==> src/rtl/perf_pkg.sv <==
// rtl/perf_pkg.sv - shared state encoding and select constants for the perf counter unit
package perf_pkg;

    typedef enum logic [1:0] {
        IDLE   = 2'd0,
        RUN    = 2'd1,
        FROZEN = 2'd2
    } perf_state_e;

    localparam int CYC_SEL = 0;

endpackage

==> src/rtl/perf_cnt.sv <==
// rtl/perf_cnt.sv - one counter with enable, sync clear and sticky overflow
// PERF_SATURATE_EN: overflow sticks at all-ones instead of wrapping to zero
module perf_cnt #(
    parameter int CNT_W = 32
) (
    input  logic             i_clk,
    input  logic             i_reset,
    input  logic             i_clr,
    input  logic             i_en,
    output logic [CNT_W-1:0] o_cnt,
    output logic             o_ovf
);

    always_ff @(posedge i_clk or negedge i_reset) begin
        if (!i_reset) begin
            o_cnt <= '0;
            o_ovf <= 1'b0;
        end else if (i_clr) begin
            o_cnt <= '0;
            o_ovf <= 1'b0;
        end else if (i_en) begin
            if (&o_cnt) begin
                o_ovf <= 1'b1;
`ifdef PERF_SATURATE_EN
                o_cnt <= o_cnt;
`else
                o_cnt <= '0;
`endif
            end else begin
                o_cnt <= o_cnt + CNT_W'(1);
            end
        end
    end

endmodule

==> src/rtl/perf_counter_unit.sv <==
// rtl/perf_counter_unit.sv - windowed cycle/event counters with registered read port
// PERF_SATURATE_EN selects saturating counters (see perf_cnt)
module perf_counter_unit
    import perf_pkg::*;
#(
    parameter int  NUM_EVT = 4,
    parameter int  CNT_W   = 32,
    localparam int SEL_W   = $clog2(NUM_EVT + 1)
) (
    input  logic               i_clk,
    input  logic               i_reset,
    input  logic               i_start,
    input  logic               i_stop,
    input  logic               i_clr,
    input  logic [NUM_EVT-1:0] i_evt,
    input  logic [SEL_W-1:0]   i_rd_sel,
    input  logic               i_rd_req,
    output logic [CNT_W-1:0]   o_rd_data,
    output logic               o_rd_vld,
    output logic [NUM_EVT:0]   o_ovf,
    output logic               o_running,
    output logic               o_done
);

    perf_state_e state_q, state_d;
    logic        run_en;
    logic [NUM_EVT:0]  cnt_en;
    logic [CNT_W-1:0]  cnt [NUM_EVT+1];
    logic [CNT_W-1:0]  rd_mux;

    always_comb begin
        state_d = state_q;
        if (i_clr) begin
            state_d = IDLE;
        end else begin
            case (state_q)
                IDLE:    if (i_start) state_d = RUN;
                RUN:     if (i_stop)  state_d = FROZEN;
                default: state_d = state_q;
            endcase
        end
    end

    // Flags are decoded from the next state so they move on the same edge as the state
    always_ff @(posedge i_clk or negedge i_reset) begin
        if (!i_reset) begin
            state_q   <= IDLE;
            o_running <= 1'b0;
            o_done    <= 1'b0;
        end else begin
            state_q   <= state_d;
            o_running <= (state_d == RUN);
            o_done    <= (state_d == FROZEN);
        end
    end

    assign run_en = (state_q == RUN);

    always_comb begin
        cnt_en = '0;
        cnt_en[CYC_SEL] = run_en;
        for (int k = 0; k < NUM_EVT; k++) begin
            cnt_en[CYC_SEL + 1 + k] = run_en & i_evt[k];
        end
    end

    for (genvar g = 0; g <= NUM_EVT; g++) begin : g_cnt
        perf_cnt #(
            .CNT_W (CNT_W)
        ) u_cnt (
            .i_clk   (i_clk),
            .i_reset (i_reset),
            .i_clr   (i_clr),
            .i_en    (cnt_en[g]),
            .o_cnt   (cnt[g]),
            .o_ovf   (o_ovf[g])
        );
    end

    // Unmatched selects fall through to zero
    always_comb begin
        rd_mux = '0;
        for (int k = 0; k <= NUM_EVT; k++) begin
            if (i_rd_sel == SEL_W'(k)) rd_mux = cnt[k];
        end
    end

    always_ff @(posedge i_clk or negedge i_reset) begin
        if (!i_reset) begin
            o_rd_data <= '0;
            o_rd_vld  <= 1'b0;
        end else begin
            o_rd_vld <= i_rd_req;
            if (i_rd_req) o_rd_data <= rd_mux;
        end
    end

endmodule

==> config.mk <==
export PLATFORM = sky130hd
export DESIGN_NAME = perf_counter_unit
export DESIGN_NICKNAME = d
export VERILOG_FILES = /design/src/rtl/perf_pkg.sv /design/src/rtl/perf_cnt.sv /design/src/rtl/perf_counter_unit.sv
export SDC_FILE = /design/constraint.sdc
export NUM_CORES = 1
export LEC_CHECK = 0
export ABC_CLOCK_PERIOD_IN_PS = 4500
export CAP_MARGIN = 0
export CORE_AREA = 2 2 159 161
export CTS_CLUSTER_DIAMETER = 30
export DETAILED_ROUTE_END_ITERATION = 16
export DIE_AREA = 0 0 161 163
export HOLD_SLACK_MARGIN = 0.05
export PLACE_DENSITY_LB_ADDON = 0.12
export SLEW_MARGIN = 5
export SYNTH_ARGS = -nofsm -noshare
export SYNTH_HDL_FRONTEND = slang
export SYNTH_SLANG_ARGS = --single-unit
==> constraint.sdc <==
create_clock -name i_clk -period 4.5 [get_ports i_clk]
set_input_delay 0.9 -clock i_clk [delete_from_list [all_inputs] [get_ports i_clk]]
set_output_delay 0.9 -clock i_clk [all_outputs]
set_load 0.005 [all_outputs]
==> results_dict.tcl <==
set metrics [dict create \
    p_leak_uw 0.00554 \
    fmax_mhz 342 \
    rows 58 \
    cts_buffers 52 \
    fp.dieW_um 161 \
    cts_root_buf "clkbuf_16" \
    dpl_cell_area_um2 11700 \
    cts.clk_slew.worst_paths_ns 0.05 \
    crit_path_end_kind "flop" \
    first_global_vias 8732 \
    postCtsSetupBuffers 0 \
    post-route-period-util_pct 64.9 \
    cts_tree "done" \
    hold_class "reg -> reg" \
    wl_um 32200 \
    final_core_util_pct 54.7 \
    status "finished, final reports clean" \
    drv_slew 0 \
    synth.net_count 1143 \
    synthTopCellsByArea "dfrtp_1 (46%), nor2_1 (7.1%), xor2_1 (6.0%)" \
    timing_hold_violations_final 0 \
    wl_per_cell_um 20.8 \
    hold_slack_ns 0.483 \
    synth-edff-count 0 \
    worstSkewPairLatency_ns 0.55 \
    synth_warnings 0 \
    crit_required_ns 4.89 \
    cts_resized 0 \
    design_area_um2 13500 \
    cts_max_level 2 \
    grt_usage_pct 25.0 \
    tightestPinTransition_ns 1.04 \
    synth_ff_type "dfrtp_1" \
    finalSetupViolCount 0 \
    start_kind "flop" \
    io_pins 53 \
    skew_ns 0.0218 \
    cts_sinks 202 \
    routed_via_density 5.79 \
    ys_async_sr_fraction_pct 100 \
    num_vias 8969 \
    clockBufferDepth 3 \
    synth_area_leader_cell "dfrtp_1" \
    path_max_fanout 29 \
    setup_tns_ns 0 \
    crit_type "reg -> reg" \
    rsz0062_at_grt "false" \
    final_nets 1194 \
    dp_hpwl_um 22400 \
    grt-ovfl-total 0 \
    drc 0 \
    avgSynthCellArea_um2 9.73 \
    ys_seq_elements 202 \
    drt_pre_antenna_iters 5 \
    seq_area_frac_synth_pct 46.2 \
    cts_hold_buffers 0 \
    fin_crit_ns 2.92 \
    antenna_left 0 \
    synth.distinct_cells 71 \
    synth_top_area_share_pct 46.2 \
    die_h_um 163 \
    ir_drop_uv 299 \
    cp_data_arrival_time_ns 3.31 \
    pwr_density_cell_nw_per_um2 436 \
    grt_max_degree 117 \
    place.gp.congestion 0.884 \
    drt_iter0_markers 709 \
    antenna_found_initial 0 \
    port_buffers 52 \
    dieArea_um2 26200 \
    initial_core_util_pct 44.4 \
    areaGrowthSynthToFinish_pct 23.4 \
    core-area_um2 24700 \
    maxCapViolations 0 \
    slew_headroom_pct 30.6 \
    syn_inst 1125 \
    synth_area_um2 10900 \
    grt_pass1_wl_um 50900 \
    drive_gt1_share_pct 13.3 \
    diodes 0 \
]
-- placed cells by master (no fill, tap or decap), types with 5 or more instances in the layout --
cell type,Yosys,final
a21oi_1,33,33
a221oi_1,24,24
a22oi_1,8,8
and2_1,10,10
and3_1,28,28
and4_1,18,18
buf_4,7,16
bufinv_16,0,6
clkbuf_16,0,52
clkbuf_8,0,10
clkdlybuf4s50_1,0,50
clkinv_2,0,12
clkinvlp_4,0,10
dfrtp_1,202,202
ha_1,5,5
inv_1,13,13
mux2i_1,9,9
mux4_2,24,24
nand2_1,66,66
nand3_1,57,57
nand4_1,62,62
nor2_1,206,206
nor3_1,23,22
nor4_1,20,20
o211ai_1,12,12
o21a_1,9,9
o21ai_0,13,12
or3_1,12,12
or4_1,6,6
xnor2_1,56,56
xor2_1,75,75
-- sequential cells by signal, summed over array words and instances, names as in the netlist --
name	flops
g_cnt.u_cnt.o_cnt	160
g_cnt.u_cnt.o_ovf	5
o_done	1
o_rd_data	32
o_rd_vld	1
o_running	1
state_q	2
-- report_power, final --
part | internal (uW) | switching (uW)
clock network | 2600 | 1170
logic | 90.8 | 151
registers | 1850 | 25.3
total | 4540 | 1340
-- cell usage after synthesis (all sizes together), types with 4 or more instances --
cell	n
or3	13
and3	29
mux4	24
xor2	75
o31ai	4
nor4	20
and4	20
o211ai	12
mux2i	9
nand4	62
a22oi	8
or4	8
nor2	206
o21a	9
a21oi	34
clkbuf	39
buf	33
dfrtp	202
a221oi	24
o2111ai	4
nor3	23
ha	5
inv	14
nor2b	4
o21ai	14
nand2	67
a211oi	4
and2	11
nand3	58
xnor2	56
-- worst paths after layout --
check	startpoint	to	slack, ns	cells past startpoint
setup / recovery	g_cnt[3].u_cnt.o_cnt[10]	g_cnt[3].u_cnt.o_cnt[11]	1.58	5
hold / removal	o_rd_data[3]	o_rd_data[3]	0.48	1
setup reg to reg	g_cnt[3].u_cnt.o_cnt[10]	g_cnt[3].u_cnt.o_cnt[11]	1.58	5
hold reg to reg	o_rd_data[3]	o_rd_data[3]	0.48	1
max in group asynchronous	i_reset	g_cnt[3].u_cnt.o_cnt[20]	2.96	2
min in group asynchronous	i_reset	o_done	0.51	1
-- cell families after synthesis --
group                    count (synthesis)  share of synthesized area (%)
AO/OA/AOI/OAI                          131                           8.72
flip-flops                             202                           46.2
XOR/XNOR                               131                           10.5
AND/OR/NAND/NOR                        536                           24.7
multiplexers                            33                           5.76
adder cells (fa/ha/maj)                  5                          0.571
buffers and inverters                   87                           3.59
-- per-layer routing --
layer	share of wire [%]	global-route usage, %	wire [um]
met2	46	40.1	14900
met1	46	35.3	14700
met5	0	0	0
met4	2.3	7.43	741
met3	5.7	3.95	1840
-- area by class of cell --
cell class	count	area, um2
Multi-Input combinational cell	836	5510
Clock inverter	32	369
Fill cell	2238	11200
Tap cell	330	413
Sequential cell	202	5050
Timing Repair Buffer	69	659
Inverter	15	56.3
Clock buffer	65	1440
-- stage by stage --
step	power [uW]	instances	setup WS (ns)
2_1_floorplan	2010	1125	1.92
3_3_place_gp	2150	1452	1.26
3_5_place_dp	2150	1452	1.23
4_1_cts	5930	1549	1.64
5_1_grt	6060	1549	1.35
6_report	5890	1549	1.58
-- critical path, stage by stage, from the launching register on --
cell and delay (ns):
dfrtp_1 0.44, and4_4 0.28, nand4_1 0.43, nor4_1 0.81, a21o_2 0.66, nor2_1 0.14
Note: power is estimated with default switching activity, not from simulation.
==> variant, RTL diff (same flow settings) <==
Re-encode `perf_state_e` (3 states) as one-hot, 3 bits wide.
--- a/src/rtl/perf_pkg.sv
+++ b/src/rtl/perf_pkg.sv
@@ -2,8 +2,8 @@
 package perf_pkg;
 
-    typedef enum logic [1:0] {
-        IDLE   = 2'd0,
-        RUN    = 2'd1,
-        FROZEN = 2'd2
+    typedef enum logic [2:0] {
+        IDLE   = 3'b001,
+        RUN    = 3'b010,
+        FROZEN = 3'b100
     } perf_state_e;
 
Function: no difference found for any inputs over 4 cycles, from zero or initial values and one cycle with i_reset low; so few cycles prove little.
==> variant against the original RTL <==
Global-route usage decreased by 1.8 points; sequential share of layout area rose by 0.52 points; total power shrank 4.7%; non-clock buffer count is 6 higher; area after synthesis down 0.42%; cell area is 0.85% lower; critical path type is now in -> reg; clock skew decreased by 0.0073 ns; sequential cell count is 1 higher; wire length decreased by 7.7%; setup slack gained 0.16 ns; critical path depth rose by 1.
==> variant: results (changes against the original RTL) <==
Outcome
  • Outcome: finished, final reports clean (unchanged)

Place
  • Routability cong.: 0.940 (was 0.884)
  • Pre-CTS setup slack: 1.17 ns (was 1.23 ns)
  • Post-DP HPWL: 20.5 mm (was 22.4 mm)
  • Placed cells: 1458 (was 1452)
  • Dpl cell area: 11700 um^2 (about the same)

GRT
  • First-pass GRT wire length: 47.8 mm (was 50.9 mm)
  • Vias in the first global route: 8433 (was 8732)
  • Met2 Use GR: 36.3% (was 40.1%)
  • Largest net degree at the start of global routing: 102 (was 117)
  • Gr usage total: 23.2% (was 25.0%)

Critical path
  • Reg2reg start: g_cnt[0].u_cnt.o_cnt[0] (was g_cnt[3].u_cnt.o_cnt[10])
  • Crit path to: g_cnt[2].u_cnt.o_cnt[31] (was g_cnt[3].u_cnt.o_cnt[11])
  • Reg2reg end: g_cnt[0].u_cnt.o_cnt[24] (was g_cnt[3].u_cnt.o_cnt[11])
  • Reg2reg setup slack: 1.75 ns (was 1.58 ns)
  • CP max FO: 14 (was 29)
  • Highest-delay cell along the critical path: nor4bb_1 (was nor4_1)
  • Worst-case reg-to-reg path depth: 6 (was 5)

Logic synthesis
  • Mapped Cells: 1122 (was 1125)
  • Sequential area share after synthesis: 46.6% (was 46.2%)
  • Commonest cells in the synthesized netlist: nor2_1 (229), dfrtp_1 (202), xor2_1 (75), nand2_1 (70) (was nor2_1 (206), dfrtp_1 (202), xor2_1 (75), nand2_1 (66), nand4_1 (62))
  • Ranking of synthesized cells by area: dfrtp_1 (46%), nor2_1 (7.9%), mux4_2 (6.6%) (was dfrtp_1 (46%), nor2_1 (7.1%), xor2_1 (6.0%))
  • Unique masters post-synth: 57 (was 71)

STA
  • Max frequency: 362 MHz (was 342 MHz)
  • Setup Skew: 0.0145 ns (was 0.0218 ns)
  • WHS: 0.417 ns (was 0.483 ns)

Route
  • Vias per std cell: 5.68 (was 5.79)
  • Met1 wire length: 13.6 mm (was 14.7 mm)
  • Via count: 8797 (was 8969)
  • Met2 WL: 13.7 mm (was 14.9 mm)
  • 1st-iter DRT viols: 660 (was 709)

Min path
  • Hold Crit Class: in -> async (was reg -> reg)

Final layout
  • Multi-Input Combinational: 831 (was 836)
  • Layout cell share with drive strength beyond 1: 12.9% (was 13.3%)
  • Clock-cell share of area: 12.5% (was 13.4%)
  • Seq area share: 37.9% (was 37.4%)
  • Non-clk buf share: 5.26% (was 4.88%)
  • Area Overhead vs Synth: 22.8% (was 23.4%)
  • Seq_cells: 203 (was 202)
  • Number of non-clock inverters in the layout: 19 (was 15)
  • Multi-input combinational area share: 40.7% (was 40.8%)

Clock tree
  • CTS Buf Count: 49 (was 52)
  • Worst-Skew Late Latency: 0.53 ns (was 0.55 ns)

Power
  • Switching share of power: 22.1% (was 22.9%)
  • Clk. pwr: 3.50 mW (was 3.77 mW)
-- variant: cell families (layout without fill, tap and decap cells) --
logic type               after synthesis  in the layout  synth area share, %
flip-flops                           203            203                 46.6
AND/OR/NAND/NOR                      557            557                 25.1
buffers and inverters                 88            186                 3.58
multiplexers                          32             32                 6.61
AO/OA/AOI/OAI                        101            101                 6.55
adder cells (fa/ha/maj)                5              5                0.574
XOR/XNOR                             136            136                 10.9
-- variant: worst min path at each step --
stage                         start                   end  depth (start not counted)
4_1_cts        g_cnt[1].u_cnt.o_ovf  g_cnt[1].u_cnt.o_ovf                          1
6_report                    i_reset          o_rd_data[3]                          1
2_1_floorplan  g_cnt[4].u_cnt.o_ovf  g_cnt[4].u_cnt.o_ovf                          2
3_5_place_dp   g_cnt[1].u_cnt.o_ovf  g_cnt[1].u_cnt.o_ovf                          1
3_3_place_gp   g_cnt[1].u_cnt.o_ovf  g_cnt[1].u_cnt.o_ovf                          1
5_1_grt               o_rd_data[12]         o_rd_data[12]                          2
